File: src/rtl/cnn_pkg.sv
// Shared CNN front-end constants: zero point, dequantisation scale and
// default image geometry. Shared with the input quantizer so both ends of
// the quantise/dequantise path always agree.
package cnn_pkg;

    localparam int ZERO_POINT = 19;
    localparam int DEQ_MULT   = 446;
    localparam int DEQ_SHIFT  = 8;
    localparam int DEQ_ROUND  = 1 << (DEQ_SHIFT - 1);

    localparam int IMG_W_DEF  = 28;
    localparam int IMG_H_DEF  = 28;

    // u is at most 255 and DEQ_MULT fits in 9 bits, so the product fits in 17 bits
    localparam int PROD_W     = 17;

endpackage

File: src/rtl/dequant_core.sv
// Two-stage dequantisation datapath.
// Stage 1 removes the zero point and multiplies by the scale.
// Stage 2 rounds, shifts and clamps to 0..255, and raises sat when it clamps.
// Both stages advance only while en is high. Control bits (valid, position
// flags) are carried alongside by the caller.
module dequant_core
    import cnn_pkg::*;
(
    input  logic       clk,
    input  logic       rst,
    input  logic       en,
    input  logic [7:0] q_in,
    output logic [7:0] pix_out,
    output logic       sat
);

    logic [8:0]        w_u;
    logic [PROD_W-1:0] w_rnd;
    logic [PROD_W-1:0] w_p;

    logic              r_neg;
    logic [PROD_W-1:0] r_prod;

    // Sign-extend q_in to 9 bits and add the zero point; wraps as two's complement.
    assign w_u   = {q_in[7], q_in} + 9'(ZERO_POINT);
    assign w_rnd = r_prod + PROD_W'(DEQ_ROUND);
    assign w_p   = w_rnd >> DEQ_SHIFT;

    // Stage 1: remember the sign of u and register the product of its magnitude bits.
    always_ff @(posedge clk) begin
        if (rst) begin
            r_neg  <= 1'b0;
            r_prod <= '0;
        end else if (en) begin
            r_neg  <= w_u[8];
            r_prod <= PROD_W'(w_u[7:0]) * PROD_W'(DEQ_MULT);
        end
    end

    // Stage 2: round and clamp; a negative u gives 0 and a result above 255 gives 255.
    always_ff @(posedge clk) begin
        if (rst) begin
            pix_out <= 8'd0;
            sat     <= 1'b0;
        end else if (en) begin
            if (r_neg) begin
                pix_out <= 8'd0;
                sat     <= 1'b1;
            end else if (w_p[PROD_W-1:8] != '0) begin
                pix_out <= 8'hFF;
                sat     <= 1'b1;
            end else begin
                pix_out <= w_p[7:0];
                sat     <= 1'b0;
            end
        end
    end

endmodule

File: src/rtl/dequant_unit.sv
// Streaming pixel dequantiser with valid/ready handshakes on both sides.
// The unit owns the handshake, the row/column counters and the frame flags.
// The flags are captured when a pixel is accepted and travel down the
// two-stage pipeline in step with the data produced by dequant_core.
// Optional feature: define DEQUANT_SAT_CNT_EN to add sat_cnt, a saturating
// count of clamped pixels output since the last start of frame.
module dequant_unit
    import cnn_pkg::*;
#(
    parameter int IMG_W = IMG_W_DEF,
    parameter int IMG_H = IMG_H_DEF
) (
    input  logic        clk,
    input  logic        rst,
    input  logic        in_valid,
    output logic        in_ready,
    input  logic [7:0]  q_in,
    output logic        out_valid,
    input  logic        out_ready,
    output logic [7:0]  pix_out,
    output logic        sof,
    output logic        eol,
    output logic        eof,
    output logic        sat
`ifdef DEQUANT_SAT_CNT_EN
    ,
    output logic [15:0] sat_cnt
`endif
);

    localparam int CW = (IMG_W > 1) ? $clog2(IMG_W) : 1;
    localparam int RW = (IMG_H > 1) ? $clog2(IMG_H) : 1;

    logic          w_en;
    logic          w_in_hs;
    logic          w_last_col;
    logic          w_last_row;
    logic          w_sof;
    logic          w_eol;
    logic          w_eof;

    logic [CW-1:0] r_col;
    logic [RW-1:0] r_row;
    logic          r_s1_valid, r_s1_sof, r_s1_eol, r_s1_eof;
    logic          r_s2_valid, r_s2_sof, r_s2_eol, r_s2_eof;

    // The pipeline moves whenever the output register is empty or being drained.
    assign w_en       = !r_s2_valid || out_ready;
    assign in_ready   = w_en;
    assign w_in_hs    = in_valid && w_en;

    assign w_last_col = (r_col == CW'(IMG_W - 1));
    assign w_last_row = (r_row == RW'(IMG_H - 1));
    assign w_sof      = (r_col == '0) && (r_row == '0);
    assign w_eol      = w_last_col;
    assign w_eof      = w_last_col && w_last_row;

    dequant_core u_core (
        .clk     (clk),
        .rst     (rst),
        .en      (w_en),
        .q_in    (q_in),
        .pix_out (pix_out),
        .sat     (sat)
    );

    // Position counters step once per accepted pixel and wrap at the end of each row and frame.
    always_ff @(posedge clk) begin
        if (rst) begin
            r_col <= '0;
            r_row <= '0;
        end else if (w_in_hs) begin
            if (w_last_col) begin
                r_col <= '0;
                r_row <= w_last_row ? '0 : r_row + 1'b1;
            end else begin
                r_col <= r_col + 1'b1;
            end
        end
    end

    // Valid bits and position flags travel alongside the datapath; an idle input cycle becomes a bubble.
    always_ff @(posedge clk) begin
        if (rst) begin
            r_s1_valid <= 1'b0;
            r_s1_sof   <= 1'b0;
            r_s1_eol   <= 1'b0;
            r_s1_eof   <= 1'b0;
            r_s2_valid <= 1'b0;
            r_s2_sof   <= 1'b0;
            r_s2_eol   <= 1'b0;
            r_s2_eof   <= 1'b0;
        end else if (w_en) begin
            r_s1_valid <= in_valid;
            r_s1_sof   <= w_sof;
            r_s1_eol   <= w_eol;
            r_s1_eof   <= w_eof;
            r_s2_valid <= r_s1_valid;
            r_s2_sof   <= r_s1_valid && r_s1_sof;
            r_s2_eol   <= r_s1_valid && r_s1_eol;
            r_s2_eof   <= r_s1_valid && r_s1_eof;
        end
    end

    assign out_valid = r_s2_valid;
    assign sof       = r_s2_sof;
    assign eol       = r_s2_eol;
    assign eof       = r_s2_eof;

`ifdef DEQUANT_SAT_CNT_EN
    logic w_out_hs;
    assign w_out_hs = r_s2_valid && out_ready;

    // Clamp counter restarts when a start-of-frame pixel leaves and sticks at its maximum.
    always_ff @(posedge clk) begin
        if (rst) begin
            sat_cnt <= 16'd0;
        end else if (w_out_hs) begin
            if (r_s2_sof) begin
                sat_cnt <= 16'd0;
            end else if (sat && (sat_cnt != 16'hFFFF)) begin
                sat_cnt <= sat_cnt + 16'd1;
            end
        end
    end
`endif

endmodule
File: config.mk
export PLATFORM = sky130hd
export DESIGN_NAME = dequant_unit
export DESIGN_NICKNAME = d
export VERILOG_FILES = /design/src/rtl/cnn_pkg.sv /design/src/rtl/dequant_core.sv /design/src/rtl/dequant_unit.sv
export SDC_FILE = /design/constraint.sdc
export NUM_CORES = 1
export LEC_CHECK = 0
export CAP_MARGIN = 40
export CORE_MARGIN = 4
export CORE_UTILIZATION = 47
export DETAILED_ROUTE_END_ITERATION = 10
export HOLD_SLACK_MARGIN = 0.12
export PLACE_DENSITY = 0.78
export SLEW_MARGIN = 40
export SYNTH_ARGS = -nofsm -noshare
export SYNTH_HDL_FRONTEND = slang
export SYNTH_SLANG_ARGS = --single-unit
File: constraint.sdc
create_clock -name clk -period 15.8 [get_ports clk]
set_input_delay 3.16 -clock clk [delete_from_list [all_inputs] [get_ports clk]]
set_output_delay 3.16 -clock clk [all_outputs]
set_load 0.005 [all_outputs]
# [Yosys cells after proc, flatten, opt, wreduce, memory -nomap -nowiden]
# Index checks and enable logic that the tools add are counted.
[totals] ff_bits=44 latch_bits=0 ramBits=0 romBits=0 in_bits=12 output_inout_bits=14 word_cells=38 mem_count=0
[op_classes] add_sub_neg=4 mul=1 div=0 order_cmp=0 n_eq_ne=2 shift=0 mux=6 n_bitwise=0 reduce_logical=11
[ops] cell="$add A17 B8 Y17 const B" count=1
[ops] cell="$mul A8 B8 Y16 const B" count=1
[ops] cell="$mux W8" count=2
[ops] cell="$add A5 B1 Y5 const B" count=2
[ops] cell="$eq A5 B5 Y1 const B" count=2
[ops] cell="$logic_not A5 Y1" count=2
[ops] cell="$mux W5" count=2
[ops] cell="$add A8 B6 Y9 const B" count=1
[ops] cell="$logic_and A1 B1 Y1" count=6
[ops] cell="$mux W1" count=2
[ops] cell="$reduce_and A2 Y1" count=1
[ops] cell="$logic_not A1 Y1" count=1
[ops] cell="$logic_or A1 B1 Y1" count=1

# [Depth between registers and ports, before layout]
# Gate-level depths: netlist of the first run.
[logic_depth] word_depth=4 depth_mapped=21 depth_no_buf=20

# [Hierarchy]
# Synthesis of the first run repeated with hierarchy kept, for this count alone.
[hier_totals] hier_cells=387 area_unflattened_um2=3459.6
[modules_own_cells] mod="dequant_core" instances=1 cells_per_inst=287 area_per_inst_um2=2597.5 seq_area_each_um2=400.4
[modules_own_cells] mod="dequant_unit" instances=1 cells_per_inst=100 area_per_inst_um2=862.1 seq_area_each_um2=360.3

# [Least setup slack after synthesis of the first run]
# Ideal clock, no wire load.
[synth_timing] path_type="input to register" from="in q_in[0]" to="reg u_core.r_prod[16]" setup_ns=0.127 arrival_time_ns=8.065 required_time_ns=15.673 setup_slack_ns=7.607 stages=18 path_buffers=1 path_cell_list="inv_1 ha_1 inv_1 and3_1 o21ai_0 xnor2_1 fa_1 fa_1 fa_1 inv_1 fa_1 inv_1 ha_1 clkbuf_1 nand2_1 or4_4 nand4_1 or3b_1"
[synth_between] elab_chain_cells=2
[synth_lines] item="start: declaration" line_no="dequant_unit.sv:17" source="input logic [7:0] q_in,"
[synth_lines] item="$add A8 B6 Y9" line_no="dequant_core.sv:25" source="assign w_u = {q_in[7], q_in} + 9'(ZERO_POINT);"
[synth_lines] item="$mul A8 B8 Y16" line_no="dequant_core.sv:36" source="r_prod <= PROD_W'(w_u[7:0]) * PROD_W'(DEQ_MULT);"
[synth_lines] item="end signal: assignment" line_no="dequant_core.sv:36"
[synth_lines] item="end: declaration" line_no="dequant_core.sv:22" source="logic [PROD_W-1:0] r_prod;"
# No other way between the ends.
# A chain may end at the register's enable or synchronous reset.

# [Worst setup path in the final report of the first run]
# Ends and elaborated chain as after synthesis.

==> results.md, run 1 <==
- Of the cells placed in the final design, the portion with a size suffix greater than 1 is 0.0415.
- The final design instance area without fill is ~3800 um2.
- Once detail routing completed, the nets flagged for antenna violations numbered 0.
- The number of DRC markers after the initial detailed-route iteration is 90.
- The final worst setup slack is 7120 ps.
- The warning count from the yosys run is 0.
- The setup total negative slack is 0 ps.
- The pre-CTS setup slack is 6800 ps.
- Setup repair after global routing left no endpoint under its margin.
- The arrival time of data at the critical path endpoint is around 8900 ps.
- The die is 92.0 um tall.
- The required time of the worst setup path is ~16000 ps.
- On the final layout, the worst clock skew is 8.49 ps.
- The area share of the largest cell type after synthesis is 0.230.
- The H-tree was split into 2 levels.
- The effective utilization at floorplan is 0.485.
- The quantity of hold-fixing buffers added after cts is 0.
- The library cell with the largest summed area after synthesis is dfxtp_1.
- The overall via count from detail_route is 2687.
- The number of vias per cell is approximately 5.3.
- The worst pin sits at a relative slew slack of 0.475.
- Power comes to 0.762 mW.
- The number of gates resized after CTS was 0.
- The tree is rooted in a clkbuf_8.
- The sequential area share after synthesis is 0.230.
- In the routed design, unresolved DRC markers number 0.
- The total core area is a little under 7000 um2.
- A synthesized cell averages around 8.6 um2.
- For this design the top-level I/O count stands at 26.
- Clock tree synthesis inserted a total of 5 buffers.
- The maximum fanout count along the critical path is 7.
- After synthesis, the most frequently instantiated cells are inv_1, ha_1, dfxtp_1.
- The floorplan has 30 rows.
- The layout-stage area growth over the synthesis result is 14.0%.
- For this run the aggregate overflow at the end of global routing stands at 0.
- In this run the deepest clock path goes through 2 buffers.
- The final HPWL from detailed placement is roughly 5.3 mm.
- TritonCTS built the clock tree.
- The clock reaches the later pin of the worst-skew pair after ~290 ps.
- Setup violations remaining at the end of the flow were counted as 0.
- Among all flip-flop cells after synthesis, the most frequent one is dfxtp_1.
- The count of final max-slew check failures came to 0.
- In this run the worst hold path is classified as flip-flop to flip-flop.
- The total routing usage reported by global routing is 0.159.
- Timing would allow up to around 120 MHz.
- After synthesis the cells add up to 3310 um2.
- Buffers placed on the I/O ports in this run total 25.
- After detailed routing, the average wire length per cell comes to around 13 um.
- The classification of the worst setup path is primary input to flip-flop.
- The share of async-settable or async-resettable flops after synthesis is 0.
- For this run, the post-layout net count is roughly 490.
- The number of nets in the synthesized netlist is ~460.
- The initial antenna violation count is 0.
- Yosys mapped the design onto 50 distinct sky130hd cell types.
- The clock period could shrink to ~8700 ps.
- The most frequent cell after synthesis is inv_1.
- The filler cells instantiated in the layout total around 640.
- The worst-case IR drop observed on VDD is 0.0960 mV.
- The total power per unit cell area is 202 nW/um2.
- The number of setup buffers added after CTS is 0.
- The total count of hold-check failures in the final report is 0.
- The floorplan step set the die width to approximately 92 um.
- For flop-to-flop paths, the worst setup slack is roughly 14000 ps.
- The clock transition at the register clock pins on the worst setup and hold paths after CTS is around 80 ps.
- The post-route fraction of the period consumed by the critical path is 0.549.
- The number of global-route vias before repair is ~2600.
- The instance count of the mapped netlist is 385.
- The global-route wire length before repair is roughly 11 mm.
- The maximum number of pins on one net before global-route repair is 21.
- The overall routed net length is 6.48 mm.
- The post-place instance area is approximately 3700 um2.
- The run finished with clean final reports.
- The iteration count of the initial detailed-routing pass is 4.
- STA classifies the critical path startpoint as a primary input.
- The number of flops mapped to enable cells by yosys is 0.
- Synthesis inferred 38 register bits.
- For the pin with the worst max-slew slack, the measured transition is a little under 800 ps.
- The last weighted congestion value of the routability-driven placer is about 0.93.
- The endpoint type of the worst setup path is a flip-flop.
- By area the synthesized netlist is led by dfxtp_1, ha_1, fa_1, xnor2_1, inv_1.
- The floorplan step defined a die boundary enclosing between 8000 and 9000 um2.
- For this design the static power due to leakage is 1.67 nW.
- The total of max-cap violations is 0.
- The number of antenna cells inserted is 0.
- Clock tree synthesis found a total of 38 sinks.
-- state kept, by name (all words and copies together), names as in the netlist --
register	flops
u_core.r_prod	10
u_core.pix_out	8
r_col	5
r_row	5
eof	1
eol	1
out_valid	1
r_s1_eof	1
r_s1_eol	1
r_s1_sof	1
r_s1_valid	1
sof	1
u_core.r_neg	1
u_core.sat	1
-- through the flow --
| step | std cells | util | hold slack (ps) |
|---|---|---|---|
| finish | 506 | 0.553 | 450 |
| global route | 506 | 0.553 | 471 |
| floorplan | 385 | - | 432 |
| CTS | 506 | 0.553 | 456 |
| detailed placement | 498 | 0.537 | 445 |
| global placement | 498 | 0.536 | 437 |
-- layout make-up --
type	instances	area, um2	area share
multi-input cells	286	2330	0.617
flip-flops and latches	38	761	0.201
repair buffers	26	258	0.0682
inverters	52	195	0.0516
well taps	96	120	0.0318
clock buffers	5	68.8	0.0182
clock inverters	3	45.0	0.0119
-- power by group --
group          switching [mW]  leakage, nW  internal (mW)  total, mW
Combinational           0.295         1.31          0.250      0.545
Sequential             0.0185        0.312          0.118      0.136
Clock                  0.0343       0.0504         0.0469     0.0812
Total                   0.347         1.67          0.415      0.762
-- placed cells by master, fill, tap and decap left out, types with 4 or more instances in the layout --
| master | instances |
|---|---|
| xnor2_1 | 23 |
| fa_1 | 21 |
| clkdlybuf4s50_1 | 25 |
| xor2_1 | 10 |
| nor3_1 | 5 |
| o21ai_0 | 20 |
| inv_1 | 51 |
| nand2_1 | 37 |
| nand3_1 | 13 |
| ha_1 | 44 |
| a211oi_1 | 4 |
| a22o_1 | 6 |
| nand4_1 | 6 |
| a21oi_1 | 29 |
| dfxtp_1 | 38 |
| nor2_1 | 22 |
| clkbuf_8 | 5 |
-- path summary, 6_finish.rpt --
check	cells after the start	end	startpoint
worst min-delay path	2	eol	eol
worst max register to register	6	u_core.r_prod[10]	out_valid
worst min register to register	2	eol	eol
worst max-delay path	18	u_core.r_prod[16]	q_in[0]
-- layer usage --
metal,GRT usage,wire length [um]
met2,0.288,3190
met5,0,0
met4,0.0433,74
met3,0.0205,211
met1,0.199,3000
-- worst max-delay path, stage by stage --
cell and delay [ps]:
clkdlybuf4s50_1 530, inv_1 100, ha_1 260, inv_1 140
and3_1 200, o21ai_0 130, xnor2_1 650, fa_1 560
fa_1 480, fa_1 550, inv_1 50, fa_1 530
inv_1 40, ha_1 390, nand2_1 100, or4_4 540
nand4_1 100, or3b_1 330
-- cell families (layout without fill, tap and decap cells) --
logic type | Yosys count | in the layout | synth area share
multiplexers | 3 | 3 | 0.00906
buffers and inverters | 61 | 86 | 0.0691
XOR/XNOR | 34 | 34 | 0.0898
AO/OA/AOI/OAI | 79 | 79 | 0.150
adder cells (fa/ha/maj) | 65 | 65 | 0.293
flip-flops | 38 | 38 | 0.230
AND/OR/NAND/NOR | 105 | 105 | 0.160
Note: power is estimated with default switching activity, not from simulation.
==> run 2, diff against run 1 <==
==> constraint.sdc (replaced) <==
create_clock -name clk -period 8.8 [get_ports clk]
set_input_delay 1.76 -clock clk [delete_from_list [all_inputs] [get_ports clk]]
set_output_delay 1.76 -clock clk [all_outputs]
set_load 0.005 [all_outputs]
==> results of run 2 <==
Same layout as run 1 (identical final DEF). Status: completed.
Among the figures that moved: setup slack after placement 6800 ps -> 1200 ps; setup slack after layout 7120 ps -> 1520 ps; register-to-register setup slack 13550 ps -> 6550 ps; total power 0.762 mW -> 1.37 mW; worst IR drop on VDD 0.0960 mV -> 0.172 mV
==> run 3, diff against run 2 <==
--- a/config.mk
+++ b/config.mk
@@ -10,7 +10,7 @@
 export CORE_UTILIZATION = 47
 export DETAILED_ROUTE_END_ITERATION = 10
 export HOLD_SLACK_MARGIN = 0.12
-export PLACE_DENSITY = 0.78
+export PLACE_DENSITY = 0.8
 export SLEW_MARGIN = 40
 export SYNTH_ARGS = -nofsm -noshare
 export SYNTH_HDL_FRONTEND = slang
==> constraint.sdc (replaced) <==
create_clock -name clk -period 6.4 [get_ports clk]
set_input_delay 1.28 -clock clk [delete_from_list [all_inputs] [get_ports clk]]
set_output_delay 1.28 -clock clk [all_outputs]
set_load 0.005 [all_outputs]
==> run 3 against run 2 <==
  * Wire length increased by 2.0%
  * Critical path depth up 3
  * Clock power increased by 38%
  * First-iteration DRC count rose by 12%
  * Non-clock buffer count rose by 19
  * Worst hold slack improved by 7.7 ps
  * Final cell count grew 3.8%
  * Sequential share of layout area is 0.75 points lower
==> results.md, run 3 (same netlist as run 1, synthesis figures left out) <==
- The count of final max-slew check failures was 0 (unchanged).
- The maximum number of pins on one net before global-route repair is 21 (unchanged).
- The die outline height is 92.0 um (unchanged).
- The total core area is 6830 um2 (unchanged).
- The post-place instance area is 3800 um2 (+3.7%).
- The total of max-cap violations is 0 (unchanged).
- The root buffer cell chosen for the clock tree is clkbuf_8.
- The final design instance area without fill was 3930 um2 (+3.9%).
- The largest clock skew in the final design is 6.80 ps (-1.69 ps).
- STA classifies the critical path endpoint as a flip-flop.
- In the final layout, the registers with the most flip-flops are u_core.r_prod (10), u_core.pix_out (8).
- The leftover overflow at the end of global routing is 0 (unchanged).
- Setup repair after global routing left no endpoint under its margin.
- The startpoint kind of the worst setup timing path is a primary input.
- The overall via count from detail_route was 2718 (+1.2%).
- The I/O pin count is 26 (unchanged).
- The highest achievable clock rate is ~160 MHz.
- The pre-CTS setup slack is -127 ps.
- The register with the most flip-flops is u_core.r_prod.
- The critical path in this run is classified as primary input to flip-flop.
- The global-route wire length before repair is 11.5 mm (+2.0%).
- The power after layout is a little under 2 mW.
- The setup total negative slack is 0 ps (unchanged).
- The iteration count of the initial detailed-routing pass was 4 (unchanged).
- The count of port buffers added during placement is 25 (unchanged).
- The most common library cell in the layout ignoring fill and taps is inv_1.
- The final worst setup slack is 312 ps.
- The detailed-route DRC error count is 0 (unchanged).
- The final HPWL from detailed placement is 5.41 mm (+1.4%).
- TritonCTS built the clock tree.
- STA puts the critical path data required time at approximately 6600 ps.
- The overall routed net length is 6.61 mm (+2.0%).
- The clock network latency to the later pin of the worst-skew pair came to 290 ps (about the same).
- The clock transition at the register clock pins on the worst setup and hold paths after CTS is 80 ps (about the same).
- The initial antenna violation count is 0 (unchanged).
- The per-cell routed wire length is 12.6 um (-1.7%).
- The met2 wirelength from detailed routing came to 3.10 mm (-3.0%).
- The leakage power total is 1.76 nW (+5.5%).
- The total count of hold-check failures in the final report is 0 (unchanged).
- The total routed wire length on the met1 layer came to 3.14 mm (+4.7%).
- The flow ran to the end, and the final reports show no timing, DRC or antenna violations.
- The flip-flop count of the largest register after layout is 10 (unchanged).
- The multi-input combinational cell area came to 2340 um2 (+0.16%).
- The final net count was 505 (+3.9%).
- The total routing usage reported by global routing came to 0.165 (+0.00554).
- The number of vias per cell is 5.18 (-2.5%).
- The last weighted congestion value of the routability-driven placer was 0.908 (-2.7%).
- The transition time at the pin with the least slew margin is 752 ps (-29.1 ps).
- The number of global-route vias before repair is 2584 (-1.4%).
- The deepest level of the CTS H-tree is 2 (unchanged).
- The effective utilization at floorplan is 0.485 (unchanged).
- After layout, the minimum clock period comes to approximately 6100 ps.
- The worst hold slack is 457 ps (+7.67 ps).
- The count of filler cells inserted in the layout was 627 (-1.4%).
- The buffer levels on the longest clock path came to 2 (unchanged).
- The quantity of hold-fixing buffers added after cts is 0 (unchanged).
- The number of DRC markers after the initial detailed-route iteration is 101 (+12%).
- The type of the tightest min-delay check is flip-flop to flip-flop.
- The total area of sequential cells came to 761 um2 (unchanged).
- The total setup violations reported at the end of the flow is 0 (unchanged).
- The die area is 8460 um2 (unchanged).
- The die boundary width is 92.0 um (unchanged).
- The number of cell rows is 30 (unchanged).
- In the layout the commonest cells are inv_1, ha_1, dfxtp_1.
- The area growth from synthesis to layout is 18.5%.
- The arrival time of data at the critical path endpoint is about 6300 ps.
- For this design the ratio of total power to cell area is ~500 nW/um2.
- The worst slew margin relative to its limit is 0.497 (+0.0213).
- The number of nets with antenna violations after routing was 0 (unchanged).
- The clock sink total is 38 (unchanged).
- VDD sags by at most roughly 0.27 mV.
- The number of buffers inserted during clock tree synthesis came to 5 (unchanged).
- The fraction of layout instances using a drive strength above 1 is 0.0862 (+0.0448).
- The top layer reached by signal wires is met4.
- Dividing the final minimum period by the clock period gives 0.951.
- The maximum fanout count along the critical path is 4 (-3).
- The number of antenna cells inserted is 0 (unchanged).
- The wire length on met3 was 261 um (+24%).
-- run 3: metrics by stage --
| step | cells | utilization |
|---|---|---|
| after global routing | 525 | 0.575 |
| after detailed placement | 517 | 0.556 |
| final | 525 | 0.575 |
| after CTS | 525 | 0.573 |
| after global placement | 517 | 0.556 |
| after floorplan | 385 | - |
-- run 3: per-layer routing --
layer  track usage  up-vias
li1              -     1407
met1         0.212     1251
met3        0.0304       13
met2         0.276       47
met5             0        -
met4        0.0582        0
-- run 3: area by class of cell --
type                       count  area share
multi-input combinational    286       0.595
clock buffer                   5      0.0175
sequential                    38       0.194
timing repair buffer          45       0.102
tap                           96      0.0306
inverter                      52      0.0497
clock inverter                 3      0.0115
-- run 3: final timing paths --
kind	start	end	slack [ps]	cells after the start
min	r_s1_sof	r_s1_sof	460	2
max	q_in[0]	u_core.r_prod[16]	310	21
max reg2reg	out_valid	u_core.pix_out[2]	4060	6
min reg2reg	r_s1_sof	r_s1_sof	460	2
-- run 3: power breakdown --
part | switching [mW] | internal [mW]
Clock | 0.0853 | 0.116
Sequential | 0.0469 | 0.290
Combinational | 0.739 | 0.674
-- run 3: what timing repair did --
action                     in CTS  in global routing
setup endpoints to repair       0                  2
buffers inserted                0                  0
gates resized for setup         0                  3
-- run 3: worst max-delay path, stage by stage --
cell,delay (ps)
clkdlybuf4s50_1,470
inv_1,60
ha_1,200
inv_1,70
and3_1,190
o21ai_2,90
xnor2_2,190
fa_1,520
inv_1,50
fa_1,470
inv_1,50
fa_1,520
inv_1,50
fa_1,520
inv_1,40
ha_1,280
and2_1,150
nand2_1,80
or4_4,540
nand4_1,90
or3b_1,330
